**src/rtl/stream_arbiter_rr.sv**
```systemverilog
// N-to-1 round-robin merger for stb/ack word streams, tagging each word with its
// source channel, plus a maskable exception aggregator that runs beside the arbiter.
module stream_arbiter_rr #(
  parameter int WIDTH    = 32,
  parameter int CHANNELS = 4,
  parameter int CH_BITS  = 2,
  parameter int STICKY   = 1
) (
  input  logic                      clk,
  input  logic                      rst,
  input  logic [CHANNELS*WIDTH-1:0] in_data,
  input  logic [CHANNELS-1:0]       in_stb,
  output logic [CHANNELS-1:0]       in_ack,
  output logic [WIDTH-1:0]          out_data,
  output logic [CH_BITS-1:0]        out_channel,
  output logic                      out_stb,
  input  logic                      out_ack,
  input  logic [CHANNELS-1:0]       exception_in,
  input  logic [CHANNELS-1:0]       exception_mask,
  output logic [CHANNELS-1:0]       exception_src,
  output logic                      exception,
  output logic [1:0]                dbg_state_o
);

  localparam logic [1:0] ST_IDLE = 2'd0;
  localparam logic [1:0] ST_ACK  = 2'd1;
  localparam logic [1:0] ST_SEND = 2'd2;

  // Handshake: a word moves on a rising edge where stb and ack are both high;
  // producers keep stb/data stable until they see ack, and in_ack is one-hot or zero.

  logic [1:0]          state_q, state_d;
  logic [CH_BITS-1:0]  grant_q, grant_d;
  logic [CH_BITS-1:0]  last_grant_q, last_grant_d;
  logic [CHANNELS-1:0] in_ack_q, in_ack_d;
  logic [WIDTH-1:0]    out_data_q, out_data_d;
  logic [CH_BITS-1:0]  out_channel_q, out_channel_d;
  logic                out_stb_q, out_stb_d;
  logic [CHANNELS-1:0] exc_src_q, exc_src_d;
  logic                exc_q, exc_d;

  logic [CH_BITS-1:0]  pick_idx;
  int                  best_dist;
  logic [WIDTH-1:0]    sel_data;
  logic                sel_stb;

  // Winner is the requester with the smallest distance after last_grant, so the
  // search order wraps from CHANNELS-1 back to 0.
  always_comb begin
    pick_idx  = '0;
    best_dist = CHANNELS;
    for (int k = 0; k < CHANNELS; k++) begin
      if (in_stb[k] && (((k + CHANNELS - 1 - int'(last_grant_q)) % CHANNELS) < best_dist)) begin
        best_dist = (k + CHANNELS - 1 - int'(last_grant_q)) % CHANNELS;
        pick_idx  = CH_BITS'(k);
      end
    end
  end

  always_comb begin
    sel_data = '0;
    sel_stb  = 1'b0;
    for (int k = 0; k < CHANNELS; k++) begin
      if (grant_q == CH_BITS'(k)) begin
        sel_data = in_data[k*WIDTH +: WIDTH];
        sel_stb  = in_stb[k];
      end
    end
  end

  always_comb begin
    state_d       = state_q;
    grant_d       = grant_q;
    last_grant_d  = last_grant_q;
    in_ack_d      = in_ack_q;
    out_data_d    = out_data_q;
    out_channel_d = out_channel_q;
    out_stb_d     = out_stb_q;
    case (state_q)
      ST_IDLE: begin
        if (|in_stb) begin
          grant_d = pick_idx;
          for (int k = 0; k < CHANNELS; k++) begin
            in_ack_d[k] = (pick_idx == CH_BITS'(k));
          end
          state_d = ST_ACK;
        end
      end
      ST_ACK: begin
        in_ack_d = '0;
        if (sel_stb) begin
          out_data_d    = sel_data;
          out_channel_d = grant_q;
          out_stb_d     = 1'b1;
          state_d       = ST_SEND;
        end else begin
          // Producer withdrew its strobe: nothing transferred, priority unchanged.
          state_d = ST_IDLE;
        end
      end
      ST_SEND: begin
        if (out_ack) begin
          out_stb_d    = 1'b0;
          last_grant_d = grant_q;
          state_d      = ST_IDLE;
        end
      end
      default: begin
        in_ack_d  = '0;
        out_stb_d = 1'b0;
        state_d   = ST_IDLE;
      end
    endcase
  end

  always_comb begin
    if (STICKY != 0) exc_src_d = exc_src_q | exception_in;
    else             exc_src_d = exception_in;
    exc_d = |(exc_src_q & exception_mask);
  end

  always_ff @(posedge clk) begin
    if (rst) begin
      state_q       <= ST_IDLE;
      grant_q       <= '0;
      last_grant_q  <= CH_BITS'(CHANNELS - 1);
      in_ack_q      <= '0;
      out_data_q    <= '0;
      out_channel_q <= '0;
      out_stb_q     <= 1'b0;
      exc_src_q     <= '0;
      exc_q         <= 1'b0;
    end else begin
      state_q       <= state_d;
      grant_q       <= grant_d;
      last_grant_q  <= last_grant_d;
      in_ack_q      <= in_ack_d;
      out_data_q    <= out_data_d;
      out_channel_q <= out_channel_d;
      out_stb_q     <= out_stb_d;
      exc_src_q     <= exc_src_d;
      exc_q         <= exc_d;
    end
  end

  assign in_ack        = in_ack_q;
  assign out_data      = out_data_q;
  assign out_channel   = out_channel_q;
  assign out_stb       = out_stb_q;
  assign exception_src = exc_src_q;
  assign exception     = exc_q;
  assign dbg_state_o   = state_q;

endmodule

```
**config.mk**
```make
export PLATFORM = sky130hd
export DESIGN_NAME = stream_arbiter_rr
export DESIGN_NICKNAME = d
export VERILOG_FILES = /design/src/rtl/stream_arbiter_rr.sv
export SDC_FILE = /design/constraint.sdc
export NUM_CORES = 1
export LEC_CHECK = 0
export CAP_MARGIN = 0
export CORE_MARGIN = 1
export CORE_UTILIZATION = 33
export DETAILED_ROUTE_END_ITERATION = 8
export PLACE_DENSITY = 0.78
export RECOVER_POWER = 50
export SETUP_SLACK_MARGIN = 0.5
export SLEW_MARGIN = 0
export SYNTH_ARGS = -nofsm -noshare
export SYNTH_HDL_FRONTEND = slang
export SYNTH_SLANG_ARGS = --single-unit
```
**constraint.sdc**
```tcl
create_clock -name clk -period 3.1 [get_ports clk]
set_input_delay 0.62 -clock clk [delete_from_list [all_inputs] [get_ports clk]]
set_output_delay 0.62 -clock clk [all_outputs]
set_load 0.01 [all_outputs]
```
==> implementation parameters <==
Parameter                              Value

Logic synthesis
  Library cell occupying the most area in the post-synthesis netlist ... dfxtp_1
  Compound-cell area share of the yosys netlist ... ~7%
  Sequential area share after synthesis ... 35.4%
  Synth warn ... 0
  Total of flip-flops plus latches after synthesis ... 50
  Predominant post-synthesis flop cell ... dfxtp_1
  Proportion of netlist area held by the largest area contributor ... a little over a third
  Netlist area before placement ... ~2800 um2
  Multiplexer share of the synthesized area ... about two fifths
  Most frequent cells after synthesis ... nor2_1, dfxtp_1, mux2i_1
  Number of flops mapped to enable cells by yosys ... 0
  Post-synthesis share of cell area spent on full adders, half adders and majority gates ... less than 1%
  Xor/xnor share of the synthesized area ... 0.309%
  Library cell with the highest instance count after synthesis ... nor2_1
  Leading cell types by total area after synthesis ... dfxtp_1, mux4_2, mux2i_1
  Post-synthesis cell type count ... 39
  Async S/R FF share, synth ... 0%
  Number of cells produced by synthesis ... about 250
  Share of synthesized cell area in and, or, nand and nor gates ... between 10% and 20%
  Per-instance average area after synthesis ... roughly 12 um2
  Main combinational cell family by area after synthesis ... multiplexers
  Post-synth net total ... about 390

Final layout
  Area used by multi-input combinational logic ... ~1800 um2
  Area Overhead vs Synth ... 79.9%
  Ant. Diodes ... 0
  Layout Nets ... approximately 600
  Proportion of layout cells with a drive suffix above 1 ... between 10% and 20%
  Sequential cell area ... ~1000 um2
  Count of fill cells added during filler insertion ... 686
  Finished Core Util ... ~60%

Place
  Placer Congestion ... between 0.8 and 0.9
  Count of buffers from port buffering ... approximately 190
  Sum of net half-perimeters after detailed placement ... around 7200 um

Power
  Sequential share of power ... between 40% and 50%
  Pwr per Cell Area ... about 370 nW/um2
  Combinational Power Share ... approximately 40%
  Internal Pwr Total ... 1360 uW
  Share of total power consumed by net switching ... approximately 28%
  Peak supply drop ... 0.268 mV
  Net switching power of the design ... approximately 540 uW
  Fraction of power consumed by the clock network ... 18.3%
  Leakage component of the power ... between 0.0015 and 0.002 uW

Timing
  Crit share post-route ... between 80% and 90%
  Hold Vio Cnt, Final ... 0
  Pins Over Slew Limit ... 37
  Setup-violating endpoint count in the final report ... 0
  Highest attainable clock frequency ... between 0.3 and 0.4 GHz
  Relative slew slack ... -12.0%
  Shortest period the worst path allows ... 2.78 ns
  Worst hold margin ... about 0.48 ns
  Clock skew ... 0.00403 ns
  RSZ-0062 raised after global routing ... yes
  Pin slew with the least headroom to its limit ... 1.68 ns

Critical path
  Critical path start-end classification ... primary input to flip-flop
  Chain of cells forming the critical path ... buf_8 -> mux2_4 -> a21oi_4 -> ha_4 -> a21oi_4 -> o21ai_2 -> mux2_4 -> ha_4 -> nor3b_4 -> buf_6 -> a2111oi_4 -> o21a_1 -> a211oi_1
  Setup crit end kind ... flip-flop
  Largest fanout of any net on the critical path ... 3
  Gate family responsible for the most delay along the worst path ... compound AO/OA/AOI/OAI gates
  Required arrival time at the worst endpoint ... around 3.3 ns
  Startpoint type of the worst setup path ... primary input
  Cell type of the slowest stage on the worst timing path ... mux2_4
  Maximum cell stage delay along the critical path ... around 0.33 ns
  Crit path DAT ... between 2 and 3 ns
  Total buffers and inverters traversed by the critical path ... 2

Route
  Antenna Nets Post-Route ... 0
  Post-detailed-route wirelength per cell ... between 15 and 20 um
  Number of DRC markers after the initial detailed-route iteration ... 59
  Wire length reported by the detailed router ... a little over 9000 um
  Number of optimization iterations in the first detailed-route pass ... 4
  Via density ... a little over 5
  Total number of vias ... about 2,800
  Remaining routing DRC violations ... 0

Global routing
  Total GRT Usage ... between 10% and 20%
  Initial antenna violation count ... 0
  Largest net degree at the start of global routing ... 37
  First-pass GRT wire length ... between 10,000 and 15,000 um
  Vias in the first global route ... between 2,000 and 3,000
  Global route total overflow ... 0

Run status
  Status ... finished with violations
  Violations in the final reports ... capacitance limit, slew limit

Die
  Die width ... between 90 and 100 um
  Count of boundary I/O pins ... roughly 190
  Starting density of the core ... around a third
  Std cell rows ... 33
  Area of the core ... about 8300 um2
  Chip Height ... roughly 95 um
  Total die area ... a little under 9000 um2

Clock network
  Clk_lat worst skew ... 0.29 ns
  Root buf cell ... clkbuf_8
  Sinks on Clock Net ... 50
  Number of buffers inserted during clock tree synthesis ... 5
  TritonCTS clock tree ... done
  Clock slew at the register clock pins of the worst setup and hold paths ... 0.08 ns
  CTS Hold Buffers Added ... 0
  Level count of the clock H-tree ... 2
  Number of buffers on the longest clock path ... 2

Hold path
  Min-delay worst type ... flip-flop to flip-flop

Job
  Number of max-capacitance violations reported ... 1
path summary, 6_finish.rpt:
| kind | from | to | slack (ns) | cells after the start |
|---|---|---|---|---|
| max | in_stb[1] | grant_q[0]$_SDFFE_PP0P_ | 0.32 | 13 |
| min | exception_src[0]$_SDFF_PP0_ | exception_src[0]$_SDFF_PP0_ | 0.48 | 2 |
| max reg2reg | grant_q[1]$_SDFFE_PP0P_ | out_data[3]$_SDFFE_PP0P_ | 0.33 | 5 |
| min reg2reg | exception_src[0]$_SDFF_PP0_ | exception_src[0]$_SDFF_PP0_ | 0.48 | 2 |
cell usage in the layout (no fill, tap or decap), types with 2 or more instances in the layout:
cell type,netlist,final
a21oi_1,7,5
a21oi_4,0,2
a22oi_1,2,2
a32o_1,2,2
buf_12,3,2
buf_4,1,19
buf_6,3,2
clkbuf_1,12,2
clkbuf_8,0,5
clkdlybuf4s50_1,0,141
dfxtp_1,50,48
dfxtp_2,0,2
dlygate4sd3_1,0,44
ha_4,0,2
inv_1,2,2
mux2_4,0,2
mux2i_1,37,37
mux4_2,31,31
nand2_1,2,2
nand2b_1,3,3
nand3b_1,2,2
nor2_1,51,51
nor3_1,6,4
nor3_2,0,2
nor4_1,2,2
o21a_1,3,3
o21ai_1,4,3
metrics by stage:
stage / setup TNS [ns] / cells / power (uW) / instance area, um2 / worst slack, ns
6_report: 0 / 547 / 1900 / 5090 / 0.322
5_1_grt: 0 / 547 / 2010 / 5090 / 0.176
4_1_cts: 0 / 546 / 1940 / 5040 / 0.379
3_5_place_dp: -2.99 / 533 / 1550 / 4860 / -0.594
3_3_place_gp: -2.53 / 533 / 1540 / 4860 / -0.487
2_1_floorplan: 0 / 246 / 1200 / 2890 / 0.0616
area by class of cell:
class	count	area share, %
tap	105	2.58
clock buffer	7	1.50
multi-input combinational	172	35.2
inverter	3	0.221
sequential	50	19.7
timing repair buffer	210	40.8
tightest hold or removal path, delay by kind of cell (launching register included):
family | cells | cell delay [ns]
simple gates | 2 | 0.12
flops | 1 | 0.32
registers in the layout (all words and copies together), names as in the netlist:
register	cells
dbg_state_o	2
exception	1
exception_src	4
grant_q	2
in_ack	4
last_grant_q	2
out_channel	2
out_data	32
out_stb	1
power by group through the flow:
stage,sequential [uW],clock (uW),combinational [uW]
after floorplan,773,0,423
after global placement,798,0,739
after detailed placement,801,0,752
after CTS,788,368,780
after global routing,796,392,818
final,784,346,767
routing by layer:
metal / GRT usage, % / routed length [um]
met5: 0 / 0
met4: 4.04 / 83
met3: 5.07 / 773
met2: 38.1 / 4920
met1: 20.2 / 3380
kinds of logic after synthesis:
logic type	count (synthesis)
AOI/OAI and AO/OA	27
DFF	50
adders and majority gates	2
buffers and inverters	24
muxes	71
and+or+nand+nor	71
xor gates and xnor gates	1
what timing repair did:
action | in CTS | in global routing
pin swaps | 12 | 7
buffers inserted | 6 | 1
endpoints found under the setup margin | 6 | 6
gates resized for setup | 21 | 7
Power figures use the tool's default switching activity.
